$ cat config.mk
export PLATFORM = sky130hd
export DESIGN_NAME = mem_map_bus_bridge
export DESIGN_NICKNAME = d
export VERILOG_FILES = /design/src/rtl/mem_map_pkg.sv /design/src/rtl/mem_region_match.sv /design/src/rtl/mem_map_bus_bridge.sv
export SDC_FILE = /design/constraint.sdc
export NUM_CORES = 1
export LEC_CHECK = 0
export CORE_MARGIN = 3
export CORE_UTILIZATION = 49
export CTS_BUF_LIST = sky130_fd_sc_hd__clkbuf_16
export CTS_CLUSTER_DIAMETER = 40
export CTS_CLUSTER_SIZE = 16
export DETAILED_ROUTE_END_ITERATION = 7
export PLACE_DENSITY = 0.84
export SLEW_MARGIN = 20
export SYNTH_ARGS = -nofsm -noshare
export SYNTH_HDL_FRONTEND = slang
export SYNTH_HIERARCHICAL = 1
export SYNTH_SLANG_ARGS = --single-unit
$ cat constraint.sdc
create_clock -name clk -period 3.45 [get_ports clk]
set_clock_uncertainty 0.15 [all_clocks]
set_input_delay 0.69 -clock clk [delete_from_list [all_inputs] [get_ports clk]]
set_output_delay 0.69 -clock clk [all_outputs]
set_load 0.01 [all_outputs]
$ cat src/rtl/mem_map_pkg.sv
// Shared types and default address map for the memory-mapped bus bridge.
package mem_map_pkg;

  typedef enum logic [1:0] {
    ST_IDLE   = 2'd0,
    ST_ACCESS = 2'd1,
    ST_RESP   = 2'd2,
    ST_ERR    = 2'd3
  } bridge_state_e;

  localparam logic [31:0] DATA_BASE      = 32'h1000_0000;
  localparam logic [31:0] DATA_LIMIT     = 32'h1001_0023;
  localparam logic [31:0] PROG_BASE      = 32'h0040_0000;
  localparam logic [31:0] PROG_LIMIT     = 32'h0FFF_FFFF;
  localparam logic [31:0] GPIO_BASE      = 32'h1001_0024;
  localparam logic [31:0] GPIO_LIMIT     = 32'h1001_002B;
  localparam logic [31:0] RESERVED_BASE  = 32'h0000_0000;
  localparam logic [31:0] RESERVED_LIMIT = 32'h003F_FFFF;

  function automatic logic is_word_aligned(input logic [1:0] i_lsb);
    return (i_lsb == 2'b00);
  endfunction

endpackage

$ cat src/rtl/mem_region_match.sv
// Inclusive base/limit comparator for one slave region plus its word offset.
module mem_region_match #(
  parameter int ADDR_W = 32
) (
  input  logic [ADDR_W-1:0] i_addr,
  input  logic [ADDR_W-1:0] i_base,
  input  logic [ADDR_W-1:0] i_limit,
  output logic              o_hit,
  output logic [ADDR_W-1:0] o_offset
);

  assign o_hit    = (i_addr >= i_base) && (i_addr <= i_limit);
  assign o_offset = (i_addr - i_base) >> 2;

endmodule

$ cat src/rtl/mem_map_bus_bridge.sv
// Registered request/response bridge from the core data port to N slaves,
// with per-slave wait states, a timeout watchdog and error responses.
module mem_map_bus_bridge
  import mem_map_pkg::*;
#(
  parameter int NUM_SLAVES = 3,
  parameter int ADDR_W     = 32,
  parameter int DATA_W     = 32,
  parameter logic [NUM_SLAVES*ADDR_W-1:0] REGION_BASE  = {GPIO_BASE, PROG_BASE, DATA_BASE},
  parameter logic [NUM_SLAVES*ADDR_W-1:0] REGION_LIMIT = {GPIO_LIMIT, PROG_LIMIT, DATA_LIMIT},
  parameter logic [NUM_SLAVES-1:0]        REGION_RO    = 3'b010,
  parameter int TIMEOUT   = 16,
  parameter int TIMEOUT_W = 5
) (
  input  logic                         clk,
  input  logic                         rst,
  input  logic                         cpu_req_valid,
  input  logic                         cpu_req_write,
  input  logic [ADDR_W-1:0]            cpu_addr,
  input  logic [DATA_W-1:0]            cpu_wdata,
  output logic                         cpu_ready,
  output logic                         cpu_rsp_valid,
  output logic                         cpu_rsp_err,
  output logic [DATA_W-1:0]            cpu_rdata,
  output logic [NUM_SLAVES-1:0]        slv_sel,
  output logic                         slv_we,
  output logic [ADDR_W-1:0]            slv_addr,
  output logic [DATA_W-1:0]            slv_wdata,
  input  logic [NUM_SLAVES*DATA_W-1:0] slv_rdata,
  input  logic [NUM_SLAVES-1:0]        slv_ready
);

  localparam logic [TIMEOUT_W-1:0] L_TMO_LAST = TIMEOUT_W'(TIMEOUT - 1);

  bridge_state_e r_state, w_next;

  logic [NUM_SLAVES-1:0] r_sel;
  logic                  r_we;
  logic [ADDR_W-1:0]     r_addr;
  logic [DATA_W-1:0]     r_wdata;
  logic [DATA_W-1:0]     r_rdata;
  logic [TIMEOUT_W-1:0]  r_cnt;

  logic [NUM_SLAVES-1:0] w_hit;
  logic [ADDR_W-1:0]     w_offset [NUM_SLAVES];
  logic [NUM_SLAVES-1:0] w_dec_sel;
  logic [ADDR_W-1:0]     w_dec_offset;
  logic                  w_dec_ro;
  logic                  w_dec_err;
  logic                  w_hs;
  logic                  w_sel_ready;
  logic [DATA_W-1:0]     w_sel_rdata;

  for (genvar g = 0; g < NUM_SLAVES; g++) begin : g_match
    mem_region_match #(.ADDR_W(ADDR_W)) u_match (
      .i_addr  (cpu_addr),
      .i_base  (REGION_BASE[g*ADDR_W +: ADDR_W]),
      .i_limit (REGION_LIMIT[g*ADDR_W +: ADDR_W]),
      .o_hit   (w_hit[g]),
      .o_offset(w_offset[g])
    );
  end

  // Walk from the top index down so the lowest matching region wins on overlap.
  always_comb begin
    w_dec_sel    = '0;
    w_dec_offset = '0;
    w_dec_ro     = 1'b0;
    for (int i = NUM_SLAVES - 1; i >= 0; i--) begin
      if (w_hit[i]) begin
        w_dec_sel    = NUM_SLAVES'(1) << i;
        w_dec_offset = w_offset[i];
        w_dec_ro     = REGION_RO[i];
      end
    end
  end

  assign w_dec_err = (w_dec_sel == '0) || !is_word_aligned(cpu_addr[1:0]) ||
                     (cpu_req_write && w_dec_ro) ||
                     (cpu_addr <= ADDR_W'(RESERVED_LIMIT));
  assign w_hs        = cpu_req_valid && (r_state == ST_IDLE);
  assign w_sel_ready = |(slv_ready & r_sel);

  always_comb begin
    w_sel_rdata = '0;
    for (int i = 0; i < NUM_SLAVES; i++) begin
      if (r_sel[i]) begin
        w_sel_rdata = slv_rdata[i*DATA_W +: DATA_W];
      end
    end
  end

  always_ff @(posedge clk) begin
    if (rst) r_state <= ST_IDLE;
    else     r_state <= w_next;
  end

  always_comb begin
    w_next = r_state;
    case (r_state)
      ST_IDLE: begin
        if (cpu_req_valid) w_next = w_dec_err ? ST_ERR : ST_ACCESS;
        else               w_next = ST_IDLE;
      end
      ST_ACCESS: begin
        if (w_sel_ready)              w_next = ST_RESP;
        else if (r_cnt == L_TMO_LAST) w_next = ST_ERR;
        else                          w_next = ST_ACCESS;
      end
      ST_RESP: w_next = ST_IDLE;
      ST_ERR:  w_next = ST_IDLE;
      default: w_next = ST_IDLE;
    endcase
  end

  // Request fields are frozen at the handshake so the slave sees a stable access.
  always_ff @(posedge clk) begin
    if (rst) begin
      r_sel   <= '0;
      r_we    <= 1'b0;
      r_addr  <= '0;
      r_wdata <= '0;
      r_rdata <= '0;
      r_cnt   <= '0;
    end else if (w_hs) begin
      r_sel   <= w_dec_err ? '0 : w_dec_sel;
      r_we    <= cpu_req_write;
      r_addr  <= w_dec_offset;
      r_wdata <= cpu_wdata;
      r_rdata <= '0;
      r_cnt   <= '0;
    end else if (r_state == ST_ACCESS) begin
      r_cnt <= r_cnt + TIMEOUT_W'(1);
      if (w_sel_ready) r_rdata <= r_we ? '0 : w_sel_rdata;
    end
  end

  always_comb begin
    cpu_ready     = 1'b0;
    cpu_rsp_valid = 1'b0;
    cpu_rsp_err   = 1'b0;
    cpu_rdata     = '0;
    slv_sel       = '0;
    slv_we        = 1'b0;
    slv_addr      = '0;
    slv_wdata     = '0;
    case (r_state)
      ST_IDLE: cpu_ready = 1'b1;
      ST_ACCESS: begin
        slv_sel   = r_sel;
        slv_we    = r_we;
        slv_addr  = r_addr;
        slv_wdata = r_wdata;
      end
      ST_RESP: begin
        cpu_rsp_valid = 1'b1;
        cpu_rdata     = r_rdata;
      end
      ST_ERR: begin
        cpu_rsp_valid = 1'b1;
        cpu_rsp_err   = 1'b1;
      end
      default: cpu_ready = 1'b0;
    endcase
  end

endmodule

Word level (Yosys, flattened, before mapping)
Index checks and enable logic that the tools add are counted.
Storage, ports and cells
  word-level logic and storage cells: 65
  register bits: 107
  latch bits: 0
  bits in read-only memories: 0
  output and inout bits: 103
  input bits: 167
  memories: 0
  memory bits (writable): 0
Operators by class
  $add $sub $neg: 4
  divide/modulo/power cells: 0
  multipliers: 0
  shift-type cells: 0
  bitwise gates (word level): 1
  order comparisons: 7
  multiplexer cells: 26
  equality and inequality tests: 4
  reductions and logical operators: 16
Operator list (number)
  $mux W32: 9
  $ge A32 B29 Y1 const B: 2
  $le A32 B29 Y1 const B: 2
  $sub A32 B29 Y32 const B: 2
  $ge A32 B23 Y1 const B: 1
  $le A32 B22 Y1 const B: 1
  $le A32 B28 Y1 const B: 1
  $sub A32 B23 Y32 const B: 1
  $mux W30: 1
  $mux W3: 5
  $mux W2: 4
  $mux W1: 6
  $pmux W2 S3: 1
  $add A5 B1 Y5 const B: 1
  $eq A5 B4 Y1 const B: 1
  $logic_and A1 B1 Y1: 5
  $eq A2 B2 Y1 const B: 2
  $logic_not A2 Y1: 2
  $reduce_or A2 Y1: 2
  $and A3 B3 Y3: 1
  $logic_not A3 Y1: 1
  $logic_or A1 B1 Y1: 3
  $reduce_or A3 Y1: 1
  $eq A2 B1 Y1 const B: 1
  other kinds (2): 2

Longest topological paths before layout
  depth after elaboration: 12
  depth in mapped cells: 17
  mapped depth without buffers: 14

Modules after synthesis
Netlist, hierarchy kept.
Modules (own cells, without submodules)
  mem_map_bus_bridge: cells an instance 720, seq. area each 2142.1 µm², instances 1, area an instance 5600.4 µm²
  mem_region_match (g_match[0].u_match ...): cells an instance 391, seq. area each 0.0 µm², instances 2, area an instance 2621.3 µm²
  mem_region_match (g_match[2].u_match): cells an instance 347, seq. area each 0.0 µm², instances 1, area an instance 2431.1 µm²

Least setup slack after synthesis
OpenSTA, ideal clock, no wires.
  kind: input-to-reg
  start point: input cpu_addr[1]
  end point: register r_addr[10]
  setup slack: -30 ps
  cell stages on the path: 15
  setup time: 70 ps
  required time: 3230 ps
  buffers on the path: 3
  arrival time: 3260 ps
  cells stage by stage: ha_1 nor2b_4 o31a_1 o41a_4 a211oi_2 nand3_1 nand4_1 a31oi_1 clkbuf_1 nor2b_1 clkbuf_1 buf_2 a221o_1 nand3_1 a21oi_1
On the way
  elaborated cells between the ends (all ways): 15
  classes of those cells: add/sub (3); order compare (6); mux (3); reduce/logical (3)
RTL lines
  from (decl): RTL line mem_map_bus_bridge.sv:19  | input logic [ADDR_W-1:0] cpu_addr,
  $ge A32 B23 Y1 / $le A32 B28 Y1 (equally long branches): RTL line mem_region_match.sv:12  | assign o_hit = (i_addr >= i_base) && (i_addr <= i_limit);
  $logic_and A1 B1 Y1 (*): RTL line mem_region_match.sv:12
  via w_hit[1]: RTL line mem_map_bus_bridge.sv:44  | logic [NUM_SLAVES-1:0] w_hit;
  $mux W32 (*) (2 in a row): RTL line mem_map_bus_bridge.sv:70  | if (w_hit[i]) begin
  to (signal assigned): RTL line mem_map_bus_bridge.sv:128  | r_addr <= w_dec_offset;
  to (decl): RTL line mem_map_bus_bridge.sv:39  | logic [ADDR_W-1:0] r_addr;
The timed path passes the listed nets; every way through them passes the cells marked *.
A chain may end at the register's enable or synchronous reset.

Worst setup path in the final report
  start point: input cpu_addr[11]
  end point: register r_addr[11]
On the way
  cells in the longest elaborated chain, start to end: 5
  elaborated cells between the ends (all ways): 15
  classes of those cells: add/sub (3); order compare (6); mux (3); reduce/logical (3)
Ends and longest elaborated chain (RTL line)
  $ge A32 B29 Y1 / $le A32 B29 Y1 (equally long branches): mem_region_match.sv:12
  $logic_and A1 B1 Y1 (*): mem_region_match.sv:12
  via w_hit[2]: mem_map_bus_bridge.sv:44
  $mux W30 (*): mem_map_bus_bridge.sv:70
  $mux W32 (*) (2 in a row): mem_map_bus_bridge.sv:70
Marked as above.

==> impl_metrics.csv <==
group,metric,value,unit
die,die_y,170.6,µm
sta,fin_setup_tns,-11.75,ps
routing,routed_via_density,5.410,
clock_tree,cts_tree,"done",
critical_path,crit_type,"in -> reg",
final_layout,num-nets-final,2962,
clock_tree,htree_levels,3,
final_layout,multiInputGateArea,11340,µm²
routing,drc,0,
final_layout,antenna_cells,0,
status,outcome,"finished, violations left",
yosys,synth_xor_area_frac,0.05345,
worst_hold_path,holdCritPathClass,"reg -> reg",
grt,antenna_found_initial,1,
grt,grt-ovfl-total,0,
critical_path,start_kind,"primary input",
final_layout,area_growth,55.10,%
clock_tree,cts_root_buf,"clkbuf_16",
sta,finalHoldViolations,0,
sta,min_period,3462,ps
grt,grt_pass1_wl,74750,µm
grt,grt_max_degree,72,
place,place_ws,-817.8,ps
routing,drt_iter0_drc,1257,
final_layout,final_cell_mix,"342 x buf_4, 236 x clkdlybuf4s50_1, 211 x nand2_1",
sta,slew_headroom,0.4788,
grt,track_usage,0.3143,
place,dp_hpwl,39090,µm
final_layout,final_core_util,0.7812,
yosys,synth_top_family_by_area,"compound AO/OA/AOI/OAI gates",
status,violations,"negative setup slack",
sta,setup_viol,1,
die,io_pins,270,
place,place_congestion,0.9624,
routing,drt_first_pass_iters,5,
final_layout,drive_above_1_share,0.2053,
critical_path,endpoint_kind,"flop",
yosys,synth_compound_area_frac,0.2833,
final_layout,design_area,20590,µm²
grt,grtUsageMet3,0.04113,
critical_path,crit_buf_inv,4,
yosys,ys_seq_elements,107,
critical_path,critical_path_required,3540,ps
routing,wl,49850,µm
routing,vias,15910,
clock_tree,cts_inserted_buffers,9,
sta,drv_slew,0,
clock_tree,cts_max_path_buffers,2,
clock_tree,worstSkewPairLatency,340,ps
critical_path,slowest_stage,"a211o_1",
yosys,synth_area,13270,µm²
yosys,synth.distinct_cells,75,
power_and_ir_drop,total_power,5.366,mW
yosys,yosysWarnings,6,
grt,use_met1,0.3854,
yosys,synth-simple-area-share,0.2257,
final_layout,final_common_cell,"buf_4",
yosys,async_flop_share,0,
yosys,synth-edff-count,0,
place,place_area,19310,µm²
yosys,synth_fa_ha_area_frac,0.1829,
grt,grt_pass1_vias,15298,
power_and_ir_drop,power.density,260.6,nW/µm²
grt,grt.busiest_layer,"met2",
critical_path,crit_fanout,6,
place,portBuffers,269,
sta,rsz0062_at_grt,"true",
routing,wl_per_cell,16.95,µm
routing,ant_nets,0,
final_layout,fill_cells,1908,
yosys,synthMuxAreaShare,0.0007541,
die,die_w,170.6,µm
critical_path,critPathMaxStageDelay,330,ps
run,max_cap_violations,0,
die,core-area,26350,µm²
sta,worstMarginPinSlew,781.7,ps
yosys,synthCells,1849,
final_layout,seqCellArea,2143,µm²
critical_path,cp.arrival,3550,ps
sta,worst_slack,-11.75,ps
power_and_ir_drop,ir_worst_vdd,0.0002609,V
die,dieArea,29100,µm²
die,start_util,0.5037,
die,rows,59,
sta,timing.final.crit_share,1.003,
place,dp_cells,2893,
sta,hold_slack,301.1,ps
critical_path,crit_chain,"buf_2 -> ha_4 -> nand4_1 -> nor2_2 -> nand2_1 -> o21bai_2 -> nand3b_1 -> a21oi_2 -> a211o_1 -> a211oi_2 -> buf_4 -> nor2b_4 -> buf_6 -> buf_8 -> a221o_1 -> nand3_1 -> a21oi_1",
sta,fmax,0.2889,GHz
clock_tree,clock_sinks,107,
grt,grt_use_met2,0.5646,
clock_tree,clkSlewWorstSetupHoldPaths,70,ps
critical_path,worst_path_dominant_cell_family,"compound AO/OA/AOI/OAI gates",
yosys,syn_avg_cell_area,7.179,µm²
final_layout,fin_cells,2941,
power_and_ir_drop,p_leak,9.457,nW
yosys,synth_flop_cell,"dfxtp_1",
yosys,seq_area_frac_synth,0.1614,
cell usage after synthesis, drive strengths merged (45+ instances only):
library cell  number  area share
a21o              73       0.042
a21oi            197       0.077
and2             103       0.049
clkbuf            67       0.019
dfxtp            107        0.16
ha               194        0.18
inv              210       0.059
nand2            212       0.060
nand3             50       0.019
nand4             45       0.021
nor2              73       0.021
o21ai            107       0.042
xnor2             46       0.030
repair_timing:
| item | 4_1_cts | 5_1_grt |
|---|---|---|
| gates resized for setup | 109 | 107 |
| cloned | 3 | 6 |
| pin swaps | 37 | 65 |
| setup endpoints to repair | 35 | 35 |
| buffers inserted | 5 | 19 |
| hold buffers | 0 | 0 |
flip-flops by register name, summed over array words and instances, names as in the netlist:
name / flops
r_addr: 32
r_rdata: 32
r_wdata: 32
r_cnt: 5
r_sel: 3
r_state: 2
r_we: 1
report_power, final:
part	internal [mW]	switching (mW)
Combinational	1.45	1.50
Sequential	1.31	0.0420
Clock	0.583	0.491
Total	3.34	2.03
worst paths after layout:
kind,slack [ps],startpoint,cells after the start,end
max,-10,cpu_addr[11],17,r_addr[11]
min,300,r_addr[14],2,r_addr[14]
max reg2reg,1310,r_sel[1],6,r_rdata[10]
min reg2reg,300,r_addr[14],2,r_addr[14]
worst min-delay path, cell delays in order, from the launching register on:
cell and delay, ps:
dfxtp_1 310, nand2_1 50, a21oi_1 50
routing by layer:
metal / vias to the layer above / part of all wire
met2: 601 / 0.49
met5: - / 0.00032
met3: 124 / 0.069
met4: 4 / 0.039
li1: 7774 / -
met1: 7407 / 0.40
cell type report:
| type | instances | share of cell area |
|---|---|---|
| clock inverters | 7 | 0.004497 |
| multi-input cells | 1634 | 0.5510 |
| well taps | 335 | 0.02036 |
| inverters | 210 | 0.03829 |
| clock buffers | 9 | 0.01094 |
| flip-flops and latches | 107 | 0.1041 |
| repair buffers | 639 | 0.2709 |
kinds of logic (layout without fill, tap and decap cells):
group	count (synthesis)	count (layout)
compound gates	564	565
flops	107	107
fa+ha+maj	194	194
buf+inv	302	865
xor+xnor	81	81
other cells	5	198
simple gates	595	595
mux	1	1
(Power assumes the default switching activity.)
